## config.mk

```make
export PLATFORM = sky130hd
export DESIGN_NAME = div_unit
export DESIGN_NICKNAME = d
export VERILOG_FILES = /design/src/rtl/div_unit.sv
export SDC_FILE = /design/constraint.sdc
export NUM_CORES = 1
export LEC_CHECK = 0
export CAP_MARGIN = 20
export CORE_MARGIN = 2
export CORE_UTILIZATION = 50
export CTS_CLUSTER_DIAMETER = 50
export DETAILED_ROUTE_END_ITERATION = 16
export PLACE_DENSITY = 0.75
export REMOVE_ABC_BUFFERS = 1
export SETUP_SLACK_MARGIN = 0.3
export SLEW_MARGIN = 25
export SYNTH_ARGS = -nofsm -noshare
export SYNTH_HDL_FRONTEND = slang
export SYNTH_SLANG_ARGS = --single-unit
export TNS_END_PERCENT = 20
```

## constraint.sdc

```tcl
create_clock -name clk -period 3.12 [get_ports clk]
set_input_delay 0.624 -clock clk [delete_from_list [all_inputs] [get_ports clk]]
set_output_delay 0.624 -clock clk [all_outputs]
set_load 0.1 [all_outputs]
```

## src/rtl/div_unit.sv

```systemverilog
// Multicycle signed 32-bit divider (truncating, remainder follows dividend sign).
// One restoring step per cycle; results land in hi_out/lo_out with a one-cycle done pulse.
module div_unit (
    input  logic        clk,
    input  logic        reset,
    input  logic        div_start,
    input  logic [31:0] data_a,
    input  logic [31:0] data_b,
    output logic [31:0] hi_out,
    output logic [31:0] lo_out,
    output logic        div_busy,
    output logic        div_done,
    output logic        div_zero
);

    typedef enum logic [1:0] {StIdle, StRun, StFinish} state_e;

    state_e      r_state;
    state_e      w_state_next;
    logic        r_sign_q;
    logic        r_sign_r;
    logic [31:0] r_quot;
    logic [31:0] r_div;
    logic [31:0] r_rem;
    logic [4:0]  r_count;
    logic [31:0] r_hi;
    logic [31:0] r_lo;
    logic        r_done;
    logic        r_zero;

    logic        w_accept;
    logic        w_zero_req;
    logic        w_last;
    logic [31:0] w_abs_a;
    logic [31:0] w_abs_b;
    logic [32:0] w_shift;
    logic [32:0] w_trial;
    logic        w_trial_ok;

    assign w_accept   = (r_state == StIdle) && div_start && (data_b != 32'd0);
    assign w_zero_req = (r_state == StIdle) && div_start && (data_b == 32'd0);
    assign w_last     = (r_count == 5'd31);
    assign w_abs_a    = data_a[31] ? (~data_a + 32'd1) : data_a;
    assign w_abs_b    = data_b[31] ? (~data_b + 32'd1) : data_b;

    // Shifted remainder is below 2*divisor, so trial difference fits 33-bit signed.
    assign w_shift    = {r_rem, r_quot[31]};
    assign w_trial    = w_shift - {1'b0, r_div};
    assign w_trial_ok = ~w_trial[32];

    always_ff @(posedge clk) begin
        if (!reset) begin
            r_state <= StIdle;
        end else begin
            r_state <= w_state_next;
        end
    end

    always_comb begin
        w_state_next = r_state;
        case (r_state)
            StIdle:   if (w_accept) w_state_next = StRun;
            StRun:    if (w_last) w_state_next = StFinish;
            StFinish: w_state_next = StIdle;
            default:  w_state_next = StIdle;
        endcase
    end

    always_comb begin
        div_busy = (r_state != StIdle);
        div_done = r_done;
        div_zero = r_zero;
        hi_out   = r_hi;
        lo_out   = r_lo;
    end

    always_ff @(posedge clk) begin
        if (!reset) begin
            r_sign_q <= 1'b0;
            r_sign_r <= 1'b0;
            r_quot   <= 32'd0;
            r_div    <= 32'd0;
            r_rem    <= 32'd0;
            r_count  <= 5'd0;
            r_hi     <= 32'd0;
            r_lo     <= 32'd0;
            r_done   <= 1'b0;
            r_zero   <= 1'b0;
        end else begin
            r_done <= 1'b0;
            r_zero <= 1'b0;
            case (r_state)
                StIdle: begin
                    if (w_accept) begin
                        r_sign_q <= data_a[31] ^ data_b[31];
                        r_sign_r <= data_a[31];
                        r_quot   <= w_abs_a;
                        r_div    <= w_abs_b;
                        r_rem    <= 32'd0;
                        r_count  <= 5'd0;
                    end else if (w_zero_req) begin
                        r_zero <= 1'b1;
                    end
                end
                StRun: begin
                    r_rem   <= w_trial_ok ? w_trial[31:0] : w_shift[31:0];
                    r_quot  <= {r_quot[30:0], w_trial_ok};
                    r_count <= r_count + 5'd1;
                end
                StFinish: begin
                    r_lo   <= r_sign_q ? (~r_quot + 32'd1) : r_quot;
                    r_hi   <= r_sign_r ? (~r_rem + 32'd1) : r_rem;
                    r_done <= 1'b1;
                end
                default: ;
            endcase
        end
    end

endmodule

```

* Yosys cells after proc, flatten, opt, wreduce, memory -nomap -nowiden
Index checks and enable logic that the tools add are counted.
Operators by class: add/subtract/negate cells 6, equal/unequal tests 5, muxes and demuxes 16, bitwise logic cells 8, reductions and logical operators 12
Operators with widths (count):
- 32-bit 2-to-1 mux | 7
- 32-bit by 1-bit adder with 32-bit output (second input constant) | 4
- 32-bit inverter | 4
- 32-bit one-hot mux with 2 select lines | 2
- 33-bit by 32-bit subtractor with 33-bit output | 1
- 32-bit logical NOT | 1
- 32-bit nonzero test | 1
- 5-bit one-hot mux with 2 select lines | 1
- 2-bit AND reduction | 3
- 5-bit by 1-bit adder with 5-bit output (second input constant) | 1
- 5-bit == test (second input constant) | 1
- 5-bit 2-to-1 mux | 1
- 2-bit 2-to-1 mux | 2
- 2-bit != test (second input constant) | 2
- 2-bit one-hot mux with 2 select lines | 1
- 2-bit nonzero test | 2
- 1-bit logical AND | 3
- 1-bit inverter | 3
- 3-bit OR reduction | 1
- 2-bit by 1-bit == test with 1-bit output (second input constant) | 1
- 2-bit == test (second input constant) | 1
- 2-bit logical NOT | 1
- 1-bit 2-to-1 mux | 2
- 1-bit XOR | 1
Storage, ports and cells: flip-flop bits (word level) 171, output and inout port bits 67, logic and storage cells 58

* Depth between registers and ports, before layout
Gate-level depths: netlist of run 1.
depth in word-level cells 5, depth in mapped cells 14, mapped depth without buffers 12

* Worst setup path before layout of run 1
OpenSTA, ideal clock, no wires.
path kind flip-flop to flip-flop, start point register r_quot[31], end point register r_rem[13], arrival time 3.024 ns, slack -0.026 ns, cell stages (with the launch flop) 14, path buffers 1, clock period less this slack 3.146 ns, cells stage by stage dfxtp_1 -> inv_1 -> ha_1 -> fa_1 -> nand2b_1 -> a21oi_1 -> o21ai_0 -> o21a_1 -> a21oi_1 -> o21a_1 -> xnor2_1 -> clkbuf_1 -> nor3_1 -> a221o_1
On the way: cells in the longest elaborated chain, start to end 3
RTL lines:
- start, declared | RTL line 22 | logic [31:0] r_quot;
- start signal, assigned | RTL line 97 | r_quot <= w_abs_a;
- start signal, assigned | RTL line 107 | r_quot <= {r_quot[30:0], w_trial_ok};
- 33-bit by 32-bit subtractor with 33-bit output | RTL line 48 | assign w_trial = w_shift - {1'b0, r_div};
- 32-bit 2-to-1 mux | RTL line 106 | r_rem <= w_trial_ok ? w_trial[31:0] : w_shift[31:0];
- 32-bit one-hot mux with 2 select lines | RTL line 92 | case (r_state)
- end signal, assigned | RTL line 106
- end, declared | RTL line 24 | logic [31:0] r_rem;
Every way passes these cells. A chain may end at the register's enable or synchronous reset.

* Final worst setup path of run 1
start point input data_b[5], end point register r_rem[7]
On the way: cells in the longest elaborated chain, start to end 4
RTL lines:
- start, declared | RTL line 8 | input logic [31:0] data_b,
- 32-bit nonzero test | RTL line 40 | assign w_accept = (r_state == StIdle) && div_start && (data_b != 32'd0);
- 1-bit logical AND | RTL line 40
- 2-bit != test (no source line)
- 2-bit AND reduction (no source line)
Every way passes these cells.

==> results.cfg, run 1 <==
[outcome]
status = finished clean

[sta]
hold_violations = 0
slew_violations = 0
final-setup-viol-count = 0
rsz0062_at_grt = true
skew_ps = 16.3
worst_slew_pin_slew_ps = 655
setup_ws_ps = 236
finalCritPeriodShare_pct = 92.5
max_slew_margin_pct = 56.3
max_freq_ghz = 0.347
holdWs_ps = 466
setup_tns_ps = 0
fin_crit_ps = 2880

[worst_hold_path]
min_path_type = reg -> reg
hold_path_startpoint = r_div[20]

[power]
power.total_mw = 6.08
clkPwrFrac_pct = 37.7
comb_power_share_pct = 23.8
power_switching_mw = 1.86
seqPwrFrac_pct = 38.6
power.leakage_nw = 7.20
ir_drop_mv = 0.346
power.density_nw_per_um2 = 412
p_sw_share_pct = 30.7
internal_power_mw = 4.21

[yosys]
synth_cells = 1327
ys_async_sr_fraction_pct = 0
syn_area_sq_um = 10800
synth_edf_count = 0
yosysUniqueCellTypes = 64
ys_warn_count = 0
synth_ff_type = dfxtp_1
seq_area_frac_synth_pct = 31.6
ys_ff_latch = 171
syn_area_per_cell_sq_um = 8.17

[drt]
ant_nets = 0
viasPerCell = 5.84
routed_wl_mm = 32.8
drc = 0
drt-pass1-iter-count = 7
num_vias = 10800
initialDrtViolationCount = 749
wl_per_cell_microns = 17.7

[placed_design]
port_buffers = 133
pre_cts_ws_ps = -435
placed_area_sq_um = 13100
dpl.hpwl_mm = 21.4
place_congestion = 0.963

[grt]
grt.total_usage_pct = 28.1
grt.overflow.total = 0
antenna_found_initial = 0
grt_pass1_wl_mm = 50.9
grt_pass1_vias = 10000
grt_max_degree = 112

[setup_path]
critical_path_arrival_ps = 3240
timing.rr.start = r_quot[15]
cp.required_ps = 3480
crit_path_cell_trace = buf_6 -> or4_4 -> or4_4 -> nand4bb_4 -> or3_4 -> o21ai_4 -> and3_4 -> buf_6 -> buf_12 -> buf_16 -> nand2_1 -> o21ai_2
critPathMaxStageDelay_ps = 530
crit_path_end_kind = flop
critPathSlowestCell = or4_4
worst-r2r-setup-slack_ps = 250
startpoint = data_b[5]
start_kind = input pin
cp_max_fo = 8
path_class = in -> reg

[clocking]
cts_buffer_depth = 2
cts_root_buf = clkbuf_16
clkLatencyLatePin_ps = 450
clkTransAtPathRegs_ps = 70
cts_buffers = 17
htreeDepth = 4
cts_sinks = 171
cts_tree = yes

[layout]
layout.cells.most_common = nand2_1
layout_common_cells = nand2_1 (221), buf_4 (217), dfxtp_1 (156), xor2_1 (99), o211a_1 (66)
synthToLayoutAreaGrowth_pct = 36.2
drive_gt1_share_pct = 24.8
final_area_sq_um = 14800
n_antenna_cell = 0
seqCellArea_sq_um = 3440
final_nets = 1671
multi_input_comb_area_sq_um = 7380
n_fill_cell = 1637

[floorplan]
core_area_sq_um = 21200
rows = 53
pin_count = 134
die_w_microns = 151
die_y_microns = 151
initial_utilization_pct = 51.2
die_area_sq_um = 22900

[run]
drv_cap = 0
==> state kept, by name, indices dropped and copies added, names as in the netlist <==
signal / cells
r_state: 2
r_sign_r: 1
div_done: 1
r_div: 32
div_zero: 1
hi_out: 32
lo_out: 32
r_rem: 32
r_sign_q: 1
r_count: 5
r_quot: 32
==> repair_timing <==
| item | 4_1_cts | 5_1_grt |
|---|---|---|
| gates resized for setup | 80 | 107 |
| buffers inserted | 20 | 13 |
| endpoints found under the setup margin | 111 | 114 |
| hold buffers | 0 | 0 |
| pin swaps | 26 | 37 |
| cloned | 7 | 1 |
==> cell type report <==
class                      instances  area share, %
tap                              275           2.33
timing repair buffer             306           18.9
inverter                          50           1.27
multi-input combinational       1019           50.0
clock buffer                      18           2.91
clock inverter                    14           1.25
sequential                       171           23.3
==> per-stage QoR <==
step | utilization (%) | instances
after detailed placement | 61.8 | 1780
final | 69.7 | 1853
after CTS | 67.2 | 1839
after global placement | 61.8 | 1780
after global routing | 69.7 | 1853
after floorplan | - | 1239
==> critical path: cells and delay by family <==
family	cells	cell delay, ps
compound gates	2	270
simple gates	6	1930
buf+inv	4	410
==> metal layers <==
metal / global-route usage, % / vias up / wire [microns]
met5: 0 / - / 0
met4: 11.6 / 0 / 1410
met3: 4.73 / 106 / 1820
met2: 47.5 / 431 / 15900
met1: 35.3 / 5059 / 13600
li1: - / 5234 / -
==> Yosys cell counts (4+ instances only) <==
cell type    n  area share [%]
buf_2        9            0.42
dfxtp_1    171              32
a31oi_1      4            0.23
nand4_1     11            0.64
nor3_1      16            0.74
or2_2        6            0.35
a221o_1     10            0.92
clkbuf_1    69             2.4
nand3_1     11            0.51
xor2_1      99             8.0
o31ai_1     40             2.8
o21a_1       7            0.48
a21oi_1     42             1.9
and3_1      30             1.7
a21o_1       8            0.55
buf_1        4            0.14
nand2_1    231             8.0
inv_1       50             1.7
a21boi_1    12            0.83
o21ai_0     74             3.4
nor4_1      11            0.64
and2_1       9            0.52
xnor2_1     50             4.0
o211ai_1    10            0.69
nand2b_1    10            0.58
mux2i_1     17             1.6
a211oi_1     7            0.48
a32oi_1      5            0.40
a22oi_1     16             1.1
nor2_1      44             1.5
a21boi_0    12            0.83
o21bai_1     4            0.28
a221oi_1    16             1.3
o21ai_1      5            0.23
o41ai_1     20             1.6
or3_1        8            0.46
nor2b_1     28             1.6
or4_1       15             1.0
ha_1        38             4.4
o211a_1     66             6.1
==> path summary, 6_finish.rpt <==
kind / endpoint / depth (start not counted)
hold / removal: r_div[20] / 2
setup reg to reg: lo_out[30] / 9
hold reg to reg: r_div[20] / 2
setup / recovery: r_rem[7] / 12
==> power by group through the flow <==
stage | sequential [mW] | clock, mW | combinational, mW
6_report | 2.34 | 2.29 | 1.44
5_1_grt | 2.35 | 2.41 | 1.56
4_1_cts | 2.33 | 2.30 | 1.33
3_5_place_dp | 2.38 | 0 | 1.23
3_3_place_gp | 2.38 | 0 | 1.21
2_1_floorplan | 2.37 | 0 | 0.732
==> kinds of logic (layout without fill, tap and decap cells) <==
| logic type | after synthesis | in the layout | synth area share [%] |
|---|---|---|---|
| flops | 171 | 171 | 31.6 |
| compound gates | 369 | 369 | 25.2 |
| xor+xnor | 149 | 150 | 12.0 |
| fa+ha+maj | 39 | 39 | 4.57 |
| mux | 18 | 18 | 1.67 |
| simple gates | 443 | 443 | 19.7 |
| buf+inv | 138 | 388 | 5.20 |
Note: power is estimated with default switching activity, not from simulation.
==> run 2: changes to the inputs <==
--- a/config.mk
+++ b/config.mk
@@ -5,9 +5,11 @@
 export SDC_FILE = /design/constraint.sdc
 export NUM_CORES = 1
 export LEC_CHECK = 0
+export ABC_CLOCK_PERIOD_IN_PS = 3120
 export CAP_MARGIN = 20
 export CORE_MARGIN = 2
 export CORE_UTILIZATION = 50
+export CTS_BUF_LIST = sky130_fd_sc_hd__clkbuf_4
 export CTS_CLUSTER_DIAMETER = 50
 export DETAILED_ROUTE_END_ITERATION = 16
 export PLACE_DENSITY = 0.75
==> results.cfg, run 2 (same netlist as run 1, synthesis figures left out) <==
[outcome]
status = finished clean

[power]
clkPwrFrac_pct = 28.4
power.leakage_nw = 6.73
internal_power_mw = 3.49
ir_drop_mv = 0.305
power.density_nw_per_um2 = 371
p_sw_share_pct = 32.8
power.total_mw = 5.19
seqPwrFrac_pct = 45.2
comb_power_share_pct = 26.4
power_switching_mw = 1.70

[sta]
setup_tns_ps = 0
fin_crit_ps = 2920
slew_violations = 0
max_slew_margin_pct = 57.4
setup_ws_ps = 196
worst_slew_pin_slew_ps = 639
max_freq_ghz = 0.342
finalCritPeriodShare_pct = 93.7
final-setup-viol-count = 0
rsz0062_at_grt = true
hold_violations = 0
skew_ps = 27.3

[layout]
layout.cells.most_common = nand2_1
layout_common_cells = nand2_1 (231), buf_4 (198), dfxtp_1 (159), xor2_1 (99), o211a_1 (66)
n_antenna_cell = 0
synthToLayoutAreaGrowth_pct = 29.2
drive_gt1_share_pct = 21.3
final_nets = 1651

[drt]
viasPerCell = 5.71
num_vias = 10500
routed_wl_mm = 30.5
ant_nets = 0
wl_per_cell_microns = 16.6
initialDrtViolationCount = 686
drt-pass1-iter-count = 5
drc = 0

[grt]
grt_pass1_vias = 9747
grt.overflow.total = 0
grt_max_degree = 112
grt.total_usage_pct = 26.8
antenna_found_initial = 0
grt_pass1_wl_mm = 48.9

[setup_path]
critical_path_arrival_ps = 3400
worstReg2RegEnd = r_rem[14]
start_kind = flop
startpoint = r_quot[31]
endpoint = r_rem[14]
path_class = reg -> reg
crit_path_end_kind = flop
worst-r2r-setup-slack_ps = 200
r2r_cells = 14
cp.required_ps = 3600
cp_max_fo = 6
timing.rr.start = r_quot[31]

[floorplan]
pin_count = 134
core_area_sq_um = 21200
die_area_sq_um = 22900
die_w_microns = 151
rows = 53
initial_utilization_pct = 51.2
die_y_microns = 151

[clocking]
cts_buffers = 17
cts_hold_buf = 0
clkLatencyLatePin_ps = 600
cts_buffer_depth = 2
cts_sinks = 171
cts_root_buf = clkbuf_4
clkTransAtPathRegs_ps = 160
cts_tree = yes
htreeDepth = 4

[placed_design]
pre_cts_ws_ps = -435
port_buffers = 133
dpl.hpwl_mm = 21.4
place_congestion = 0.963

[run]
drv_cap = 0

[worst_hold_path]
min_path_type = in -> reg
## run 2: worst min-delay path by stage
stage,from,to,slack [ps],depth (start not counted)
after floorplan,r_div[20],r_div[20],440,2
after global placement,r_div[22],r_div[22],450,2
after detailed placement,r_div[20],r_div[20],460,2
after CTS,reset,r_rem[12],430,3
after global routing,reset,lo_out[10],430,2
final,reset,r_rem[12],470,3
## run 2: critical path, stage by stage, from the launching register on
cell,delay (ps)
dfxtp_2,360
inv_2,50
ha_4,160
fa_2,340
nand2b_4,160
a21oi_4,150
o21ai_2,90
o21a_1,220
a21oi_2,190
o21a_1,220
xnor2_4,190
buf_6,180
buf_16,130
mux2i_2,240
o21ai_1,110
## run 2: power groups by stage
stage / combinational, mW / clock, mW / sequential (mW)
after floorplan: 0.732 / 0 / 2.37
after global placement: 1.21 / 0 / 2.38
after detailed placement: 1.23 / 0 / 2.38
after CTS: 1.30 / 1.50 / 2.34
after global routing: 1.50 / 1.60 / 2.35
final: 1.37 / 1.47 / 2.34
## run 2: per-layer routing
metal,vias to the layer above,part of all wire (%),wire length (microns),track usage (%)
li1,5197,-,-,-
met1,4867,43,13200,34.5
met2,344,49,14800,45.6
met3,60,5.4,1660,4.79
met4,0,2.5,770,8.41
met5,-,0,0,0
## run 2: cell type report
type                            instances  area (sq um)
Tap cell                              275           344
Multi-Input combinational cell       1018          7140
Clock inverter                         14           184
Sequential cell                       171          3440
Timing Repair Buffer                  287          2560
Clock buffer                           18           135
Inverter                               50           188
Fill cell                            1768          7160
## run 2: repair_timing
item	CTS	global route
resized for setup	63	43
setup endpoints to repair	101	93
gates cloned	5	0
buffers inserted	9	7
pin swaps	20	16
## run 2: metrics by stage
step	cells	util (%)	instance area, sq um	hold slack, ps
finish	1833	66.2	14000	469
global route	1833	66.2	14000	429
CTS	1826	65.1	13800	428
detailed placement	1780	61.8	13100	456
global placement	1780	61.8	13100	453
floorplan	1239	-	10500	441
==> run 3: changes to the inputs <==
--- a/config.mk
+++ b/config.mk
@@ -8,11 +8,11 @@
 export ABC_CLOCK_PERIOD_IN_PS = 3120
 export CAP_MARGIN = 20
 export CORE_MARGIN = 2
-export CORE_UTILIZATION = 50
+export CORE_UTILIZATION = 53
 export CTS_BUF_LIST = sky130_fd_sc_hd__clkbuf_4
 export CTS_CLUSTER_DIAMETER = 50
 export DETAILED_ROUTE_END_ITERATION = 16
-export PLACE_DENSITY = 0.75
+export PLACE_DENSITY = 0.79
 export REMOVE_ABC_BUFFERS = 1
 export SETUP_SLACK_MARGIN = 0.3
 export SLEW_MARGIN = 25
==> results.cfg, run 3 (same netlist as run 1, synthesis figures left out) <==
[clocking]
clkLatencyLatePin_ps = 600
cts_sinks = 171
cts_root_buf = clkbuf_4
clkTransAtPathRegs_ps = 150
cts_buffers = 17
cts_hold_buf = 0
cts_tree = yes
htreeDepth = 4
cts_buffer_depth = 2

[floorplan]
core_area_sq_um = 20200
die_w_microns = 147
pin_count = 134
initial_utilization_pct = 53.7
die_y_microns = 147
die_area_sq_um = 21600
rows = 52

[power]
clkPwrFrac_pct = 25.5
seqPwrFrac_pct = 46.9
comb_power_share_pct = 27.6
p_sw_share_pct = 33.3
power_switching_mw = 1.66
ir_drop_mv = 0.266
power.leakage_nw = 6.68
internal_power_mw = 3.33
power.density_nw_per_um2 = 358

[drt]
wl_per_cell_microns = 16.6
drc = 0
num_vias = 10600
initialDrtViolationCount = 700
viasPerCell = 5.79
ant_nets = 0
drt-pass1-iter-count = 5
routed_wl_mm = 30.2

[worst_hold_path]
min_path_type = in -> reg
hold_path_startpoint = reset
hold_end = hi_out[25]
hold_depth = 2

[sta]
finalCritPeriodShare_pct = 91.9
max_freq_ghz = 0.349
final-setup-viol-count = 0
holdWs_ps = 441
skew_ps = 27.3
fin_crit_ps = 2870
slew_violations = 0
rsz0062_at_grt = true
setup_tns_ps = 0
setup_ws_ps = 254
worst_slew_pin_slew_ps = 831
max_slew_margin_pct = 44.5
hold_violations = 0

[layout]
final_nets = 1644
layout_common_cells = nand2_1 (227), buf_4 (194), dfxtp_1 (155), xor2_1 (99), o211a_1 (66)
final_area_sq_um = 13900
layout.cells.most_common = nand2_1
final_util_pct = 69.1
synthToLayoutAreaGrowth_pct = 28.6
drive_gt1_share_pct = 22.1

[setup_path]
start_kind = input pin
timing.rr.start = r_quot[15]
cp.required_ps = 3640
critical_path_arrival_ps = 3390
critPathSlowestCell = or4_1
worst-r2r-setup-slack_ps = 290
critPathMaxStageDelay_ps = 590
startpoint = data_b[26]
worstReg2RegEnd = lo_out[28]
crit_path_cell_trace = clkdlybuf4s50_1 -> or4_1 -> or3_4 -> or3_4 -> o21ai_4 -> and3_4 -> buf_12 -> buf_12 -> buf_16 -> nand2_2 -> o21ai_1
path_class = in -> reg
r2r_cells = 9
cp_max_fo = 8
crit_path_end_kind = flop

[grt]
grt_pass1_vias = 10100
grt.overflow.total = 0
antenna_found_initial = 1
grt_max_degree = 77
grt_pass1_wl_mm = 49.2
grt.total_usage_pct = 27.8

[placed_design]
dpl.hpwl_mm = 21.5
pre_cts_ws_ps = -512
place_congestion = 0.908
placed_area_sq_um = 13000
port_buffers = 133

[outcome]
status = finished clean

[run]
drv_cap = 0
-- run 3: cell types whose count changed in the layout (fill, tap and decap cells not counted), moves of 4 or more --
cell | previous run | this run
buf_4 | 198 | 194
dfxtp_1 | 159 | 155
dfxtp_2 | 12 | 16
ha_1 | 33 | 28
nand2_1 | 231 | 227
nand2_2 | 0 | 4
-- run 3: critical path: cells and delay by family --
family / cells / cell delay, ps
simple gates: 5 / 1720
compound gates: 2 / 270
buf+inv: 4 / 770
-- run 3: timing repair --
| item | in CTS | in global routing |
|---|---|---|
| gates cloned | 5 | 0 |
| endpoints found under the hold margin | 0 | 0 |
| pin swaps | 17 | 15 |
| setup endpoints to repair | 103 | 68 |
| gates resized for setup | 72 | 59 |
| setup buffers | 7 | 6 |
-- run 3: per-stage QoR --
| stage | std cells | total power [mW] |
|---|---|---|
| after floorplan | 1239 | 3.10 |
| after global placement | 1771 | 3.58 |
| after detailed placement | 1771 | 3.60 |
| after CTS | 1815 | 4.93 |
| after global routing | 1822 | 5.24 |
| final | 1822 | 4.99 |
-- run 3: final cells by class --
class | instances | area [sq um]
repair buffers | 280 | 2490
diodes | 1 | 2.50
clock inverters | 13 | 119
fillers | 1658 | 6240
flip-flops and latches | 171 | 3440
clock buffers | 19 | 143
inverters | 50 | 188
multi-input cells | 1018 | 7210
well taps | 270 | 338
-- run 3: how the worst max path moves through the flow --
stage	endpoint	slack [ps]	depth (start not counted)
floorplan	hi_out[1]	-1860	3
global placement	r_quot[16]	-440	10
detailed placement	r_quot[29]	-510	10
CTS	hi_out[29]	280	9
global route	lo_out[30]	210	9
finish	r_rem[9]	250	11
-- run 3: power by group through the flow --
stage / clock network (mW) / logic, mW / registers [mW]
final: 1.27 / 1.38 / 2.34
after floorplan: 0 / 0.732 / 2.37
after global placement: 0 / 1.20 / 2.38
after detailed placement: 0 / 1.22 / 2.38
after global routing: 1.39 / 1.50 / 2.35
after CTS: 1.30 / 1.30 / 2.33
-- run 3: per-layer routing --
layer  part of all wire, %  vias to the layer above  routed length, microns  GRT usage (%)
met5                     0                        -                       0              0
met4                   2.7                        0                     811           10.1
met3                   5.7                       63                    1730           5.56
met2                    49                      339                   14800           47.8
met1                    43                     4977                   12900           34.7
li1                      -                     5172                       -              -
==> RTL change 1 (flow settings as in run 3) <==
Reset style: asynchronous (`reset`), changed in 2 clocked blocks.
--- a/src/rtl/div_unit.sv
+++ b/src/rtl/div_unit.sv
@@ -49,5 +49,5 @@
     assign w_trial_ok = ~w_trial[32];
 
-    always_ff @(posedge clk) begin
+    always_ff @(posedge clk or negedge reset) begin
         if (!reset) begin
             r_state <= StIdle;
@@ -75,5 +75,5 @@
     end
 
-    always_ff @(posedge clk) begin
+    always_ff @(posedge clk or negedge reset) begin
         if (!reset) begin
             r_sign_q <= 1'b0;
Behaviour: differs if reset is asserted again (counterexample within 4 cycles, from zero or initial values and one cycle with reset low); with reset held inactive, the same outputs for 10 cycles.
==> RTL change 1 against run 3 <==
  * The run now ends with negative setup slack left
  * First-iteration DRC count grew 21%
  * Count of clock-buffer cells in the layout is the same
  * Setup slack lost 0.33 ns
  * Critical path depth grew 4
  * Design area is essentially flat
  * Sequential cell count is the same
  * Area after synthesis grew 0.20%
  * Wire length shrank 1.2%
  * Critical path type is now reg -> reg
  * Critical endpoint is now r_rem[6]
  * Highest routed layer unchanged
Power is left out: it rests on default switching activity, and per cell area and clock period it moved more than threefold.
==> RTL change 1: results (changes against run 3) <==
\begin{tabular}{lr}
\hline
Metric & Value \\
\hline
\multicolumn{2}{l}{\textbf{Outcome}} \\
Status & finished, violations left \\
Failing checks & negative setup slack \\
\multicolumn{2}{l}{\textbf{Critical path}} \\
Slowest Stage Delay on Critical Path & 0.44 ns (-0.15 ns) \\
Cell at the slowest stage of the critical path & dfrtp\_1 \\
Endpoint arrival time on the critical path & 3.62 ns (+0.23 ns) \\
Setup crit end & r\_rem[6] \\
Max Fanout on Critical Path & 5 (-3) \\
Delay-heaviest family, CP & compound AO/OA/AOI/OAI gates \\
FF-to-FF path depth & 15 (+6) \\
Critical path startpoint & r\_quot[31] \\
\multicolumn{2}{l}{\textbf{Global routing}} \\
Total routing usage reported by global routing & 0.2772 (-0.0008525) \\
Global-route wire length before repair & 48700 µm (-1.1\%) \\
Via count of the first global-routing pass & 9913 (-1.4\%) \\
Number of antenna violations at the first check in global routing & 1 (unchanged) \\
\multicolumn{2}{l}{\textbf{Yosys}} \\
XOR/XNOR Fraction of Synth Area & 0.1170 (-0.003463) \\
Top cells by instance count after synthesis & nand2\_1, dfrtp\_1, o21ai\_0 \\
Syn\_area\_per\_cell & 8.692 µm² (+6.5\%) \\
Synth area leaders & dfrtp\_1, o21ai\_0, xor2\_1, nand2\_1, xnor2\_1 \\
Post-synthesis compound-gate area fraction & 0.2071 (-0.04486) \\
Async SR Flop Fraction & 1.000 (+1.000) \\
Fraction of the yosys area taken by sequential cells & 0.3941 (+0.07821) \\
Proportion of synthesized area in mux cells & 0.02858 (+0.01184) \\
Cell variety after synth & 58 (-9.4\%) \\
\multicolumn{2}{l}{\textbf{Layout}} \\
Share of post-route cells with drive strength above 1 & 0.1996 (-0.02155) \\
Nets@finish & 1571 (-4.4\%) \\
Final cell count without fillers & 1750 (-4.0\%) \\
\multicolumn{2}{l}{\textbf{Clock tree}} \\
Number of buffers added for setup after CTS & 11 (+4) \\
Number of gates resized after cts & 59 (-18\%) \\
Clk Latency, worst-skew pair & 0.57 ns (-0.03 ns) \\
Hold-fix buffers, CTS & 0 (unchanged) \\
\multicolumn{2}{l}{\textbf{Timing}} \\
Setup\_tns & -0.5236 ns (-0.5236 ns) \\
Hold slack final & 0.06549 ns (-0.3753 ns) \\
Worst Clk Skew & 0.01936 ns (-0.007967 ns) \\
PnR worst setup slack & -0.07552 ns (-0.3294 ns) \\
Number of setup violations in the final report & 15 (+15) \\
\multicolumn{2}{l}{\textbf{Placed design}} \\
Placed cell count & 1696 (-4.2\%) \\
Placement Cell Area & 13050 µm² (+0.13\%) \\
Setup slack at placement & -0.5278 ns (-0.01570 ns) \\
Detailed placement HPWL & 20910 µm (-2.7\%) \\
\multicolumn{2}{l}{\textbf{Drt}} \\
Overall routed net length & 29880 µm (-1.2\%) \\
DRC marker count from the first detailed-route iteration & 850 (+21\%) \\
Mean number of vias per cell & 5.814 (+0.40\%) \\
\multicolumn{2}{l}{\textbf{Worst hold path}} \\
Worst hold-check path type & in -> async \\
\hline
\end{tabular}
RTL change 1: cell count changes in the layout (fill, tap and decap cells not counted), sizes merged, moves of 16 or more:
cell	run 3	this run
o21ai	80	165
dfrtp	0	171
nor2	45	86
nand2	231	177
a21oi	42	69
a21boi	24	0
buf	218	196
a221oi	16	0
o211a	66	0
and3	30	5
nor2b	28	6
dfxtp	171	0
RTL change 1: area by class of cell:
class                      count  area [µm²]  share of cell area
clock buffer                  19       142.6             0.01024
timing repair buffer         261        2389              0.1715
antenna                        2       5.005           0.0003593
multi-input combinational    964        6460              0.4638
inverter                      50       187.7             0.01347
sequential                   171        4282              0.3074
tap                          270       337.8             0.02425
clock inverter                13       125.1            0.008983
RTL change 1: per-layer routing:
layer,up-vias,track usage,share of wire
li1,4840,-,-
met1,4942,0.3589,0.43
met2,333,0.4692,0.49
met3,60,0.04410,0.057
met4,0,0.1067,0.030
met5,-,0,0
==> RTL change 2 (config.mk and constraints of run 3) <==
Without the edit above. Re-encode `state_e` (3 states) as one-hot, 3 bits wide.
--- a/src/rtl/div_unit.sv
+++ b/src/rtl/div_unit.sv
@@ -14,5 +14,5 @@
 );
 
-    typedef enum logic [1:0] {StIdle, StRun, StFinish} state_e;
+    typedef enum logic [2:0] {StIdle = 3'b001, StRun = 3'b010, StFinish = 3'b100} state_e;
 
     state_e      r_state;
Formal check against the unedited RTL: same outputs for any inputs over 10 cycles, from zero or initial values and one cycle with reset low; not proved beyond that.
==> RTL change 2 against run 3 <==
  * The run now ends with negative setup slack left
  * Register-to-register slack lost 0.42 ns
  * First-iteration DRC count shrank 6.4%
  * Largest cell class unchanged
  * Design area grew 1.0%
  * Setup slack lost 0.38 ns
  * Non-clock buffer count shrank 4
  * Global-route usage shrank 0.73 points
  * Clock skew shrank 0.0055 ns
  * Power grew 0.97%
  * Area after synthesis grew 1.2%
  * Final cell count is essentially flat
  * Wire length shrank 0.72%
  * Combinational power shrank 4%
  * Sequential cell count grew 1
==> RTL change 2: results (changes against run 3) <==
\begin{tabular}{lr}
\hline
Metric & Value \\
\hline
\multicolumn{2}{l}{\textbf{Drt}} \\
Total vias in the final route & 10720 (+1.6\%) \\
Amount of wire on met3 after detailed routing & 1465 µm (-15\%) \\
Metal2 WL & 14680 µm (-1.0\%) \\
\multicolumn{2}{l}{\textbf{Yosys}} \\
Proportion of synthesized area in mux cells & 0.02932 (+0.01257) \\
Post-synthesis compound-gate area fraction & 0.2542 (+0.002201) \\
Syn\_area\_per\_cell & 8.272 µm² (+1.3\%) \\
Fraction of the yosys area taken by sequential cells & 0.3139 (-0.001995) \\
Adder and majority cell fraction of the synthesized area & 0.04517 (-0.0005529) \\
Synth area leaders & dfxtp\_1, xor2\_1, o211a\_1, nand2\_1, ha\_1 \\
\multicolumn{2}{l}{\textbf{Layout}} \\
NonClk Buf Share & 0.1755 (-0.002933) \\
Number of non-clock inverters in the layout & 52 (+4.0\%) \\
Share of post-route cells with drive strength above 1 & 0.2058 (-0.01534) \\
Footprint of the flip-flops and latches & 3446 µm² (about the same) \\
\multicolumn{2}{l}{\textbf{Worst hold path}} \\
Worst hold start & r\_div[20] \\
\multicolumn{2}{l}{\textbf{Outcome}} \\
Status & finished, violations left \\
Failing checks & negative setup slack \\
\multicolumn{2}{l}{\textbf{Critical path}} \\
Slowest Stage Delay on Critical Path & 0.36 ns (-0.23 ns) \\
Delay-heaviest family, CP & compound AO/OA/AOI/OAI gates \\
Cell at the slowest stage of the critical path & dfxtp\_2 \\
End of the worst register-to-register path & r\_rem[15] \\
Max Fanout on Critical Path & 5 (-3) \\
\multicolumn{2}{l}{\textbf{Global routing}} \\
Met2 track demand over resource in global routing & 0.4733 (-0.005148) \\
Global-route wire length before repair & 48870 µm (-0.74\%) \\
Largest net degree at the start of global routing & 54 (-30\%) \\
\multicolumn{2}{l}{\textbf{Timing}} \\
Setup\_tns & -2.529 ns (-2.529 ns) \\
Highest achievable clock rate & 307.6 MHz (-12\%) \\
PnR worst setup slack & -0.1310 ns (-0.3848 ns) \\
Number of setup violations in the final report & 30 (+30) \\
Slew headroom & 0.4969 (+0.05158) \\
Hold slack final & 0.4743 ns (+0.03358 ns) \\
\multicolumn{2}{l}{\textbf{Pwr}} \\
Fraction of power consumed by combinational cells & 0.262 (-0.014) \\
Worst vdd ir & 0.3093 mV (+16\%) \\
\multicolumn{2}{l}{\textbf{Placed design}} \\
Weighted congestion at the end of routability-driven global placement & 0.8882 (-2.1\%) \\
Detailed placement HPWL & 21240 µm (-1.2\%) \\
Placement Cell Area & 13140 µm² (+0.86\%) \\
\hline
\end{tabular}
-- RTL change 2: cell types whose count changed after synthesis, sizes merged, moves of 10 or more --
| cell | run 3 | this run |
|---|---|---|
| and3 | 30 | 10 |
| mux2i | 17 | 31 |
| a221o | 10 | 0 |
| xnor2 | 50 | 40 |
| or3 | 9 | 23 |
| o211a | 66 | 84 |
| nand2 | 231 | 207 |
-- RTL change 2: worst max-delay path by stage --
stage / startpoint / end / slack (ns)
CTS: r_quot[31] / r_rem[2] / -0.06
floorplan: r_quot[31] / r_rem[0] / -3.20
global route: r_quot[31] / r_rem[15] / -0.25
global placement: data_a[0] / r_quot[28] / -0.49
finish: r_quot[31] / r_rem[15] / -0.13
detailed placement: data_a[0] / r_quot[28] / -0.58
-- RTL change 2: tightest hold or removal path, delay by kind of cell (launching register included) --
kind / cells / cell delay, ns
flip-flops: 1 / 0.34
AO/OA/AOI/OAI: 1 / 0.06
AND/OR/NAND/NOR: 1 / 0.05
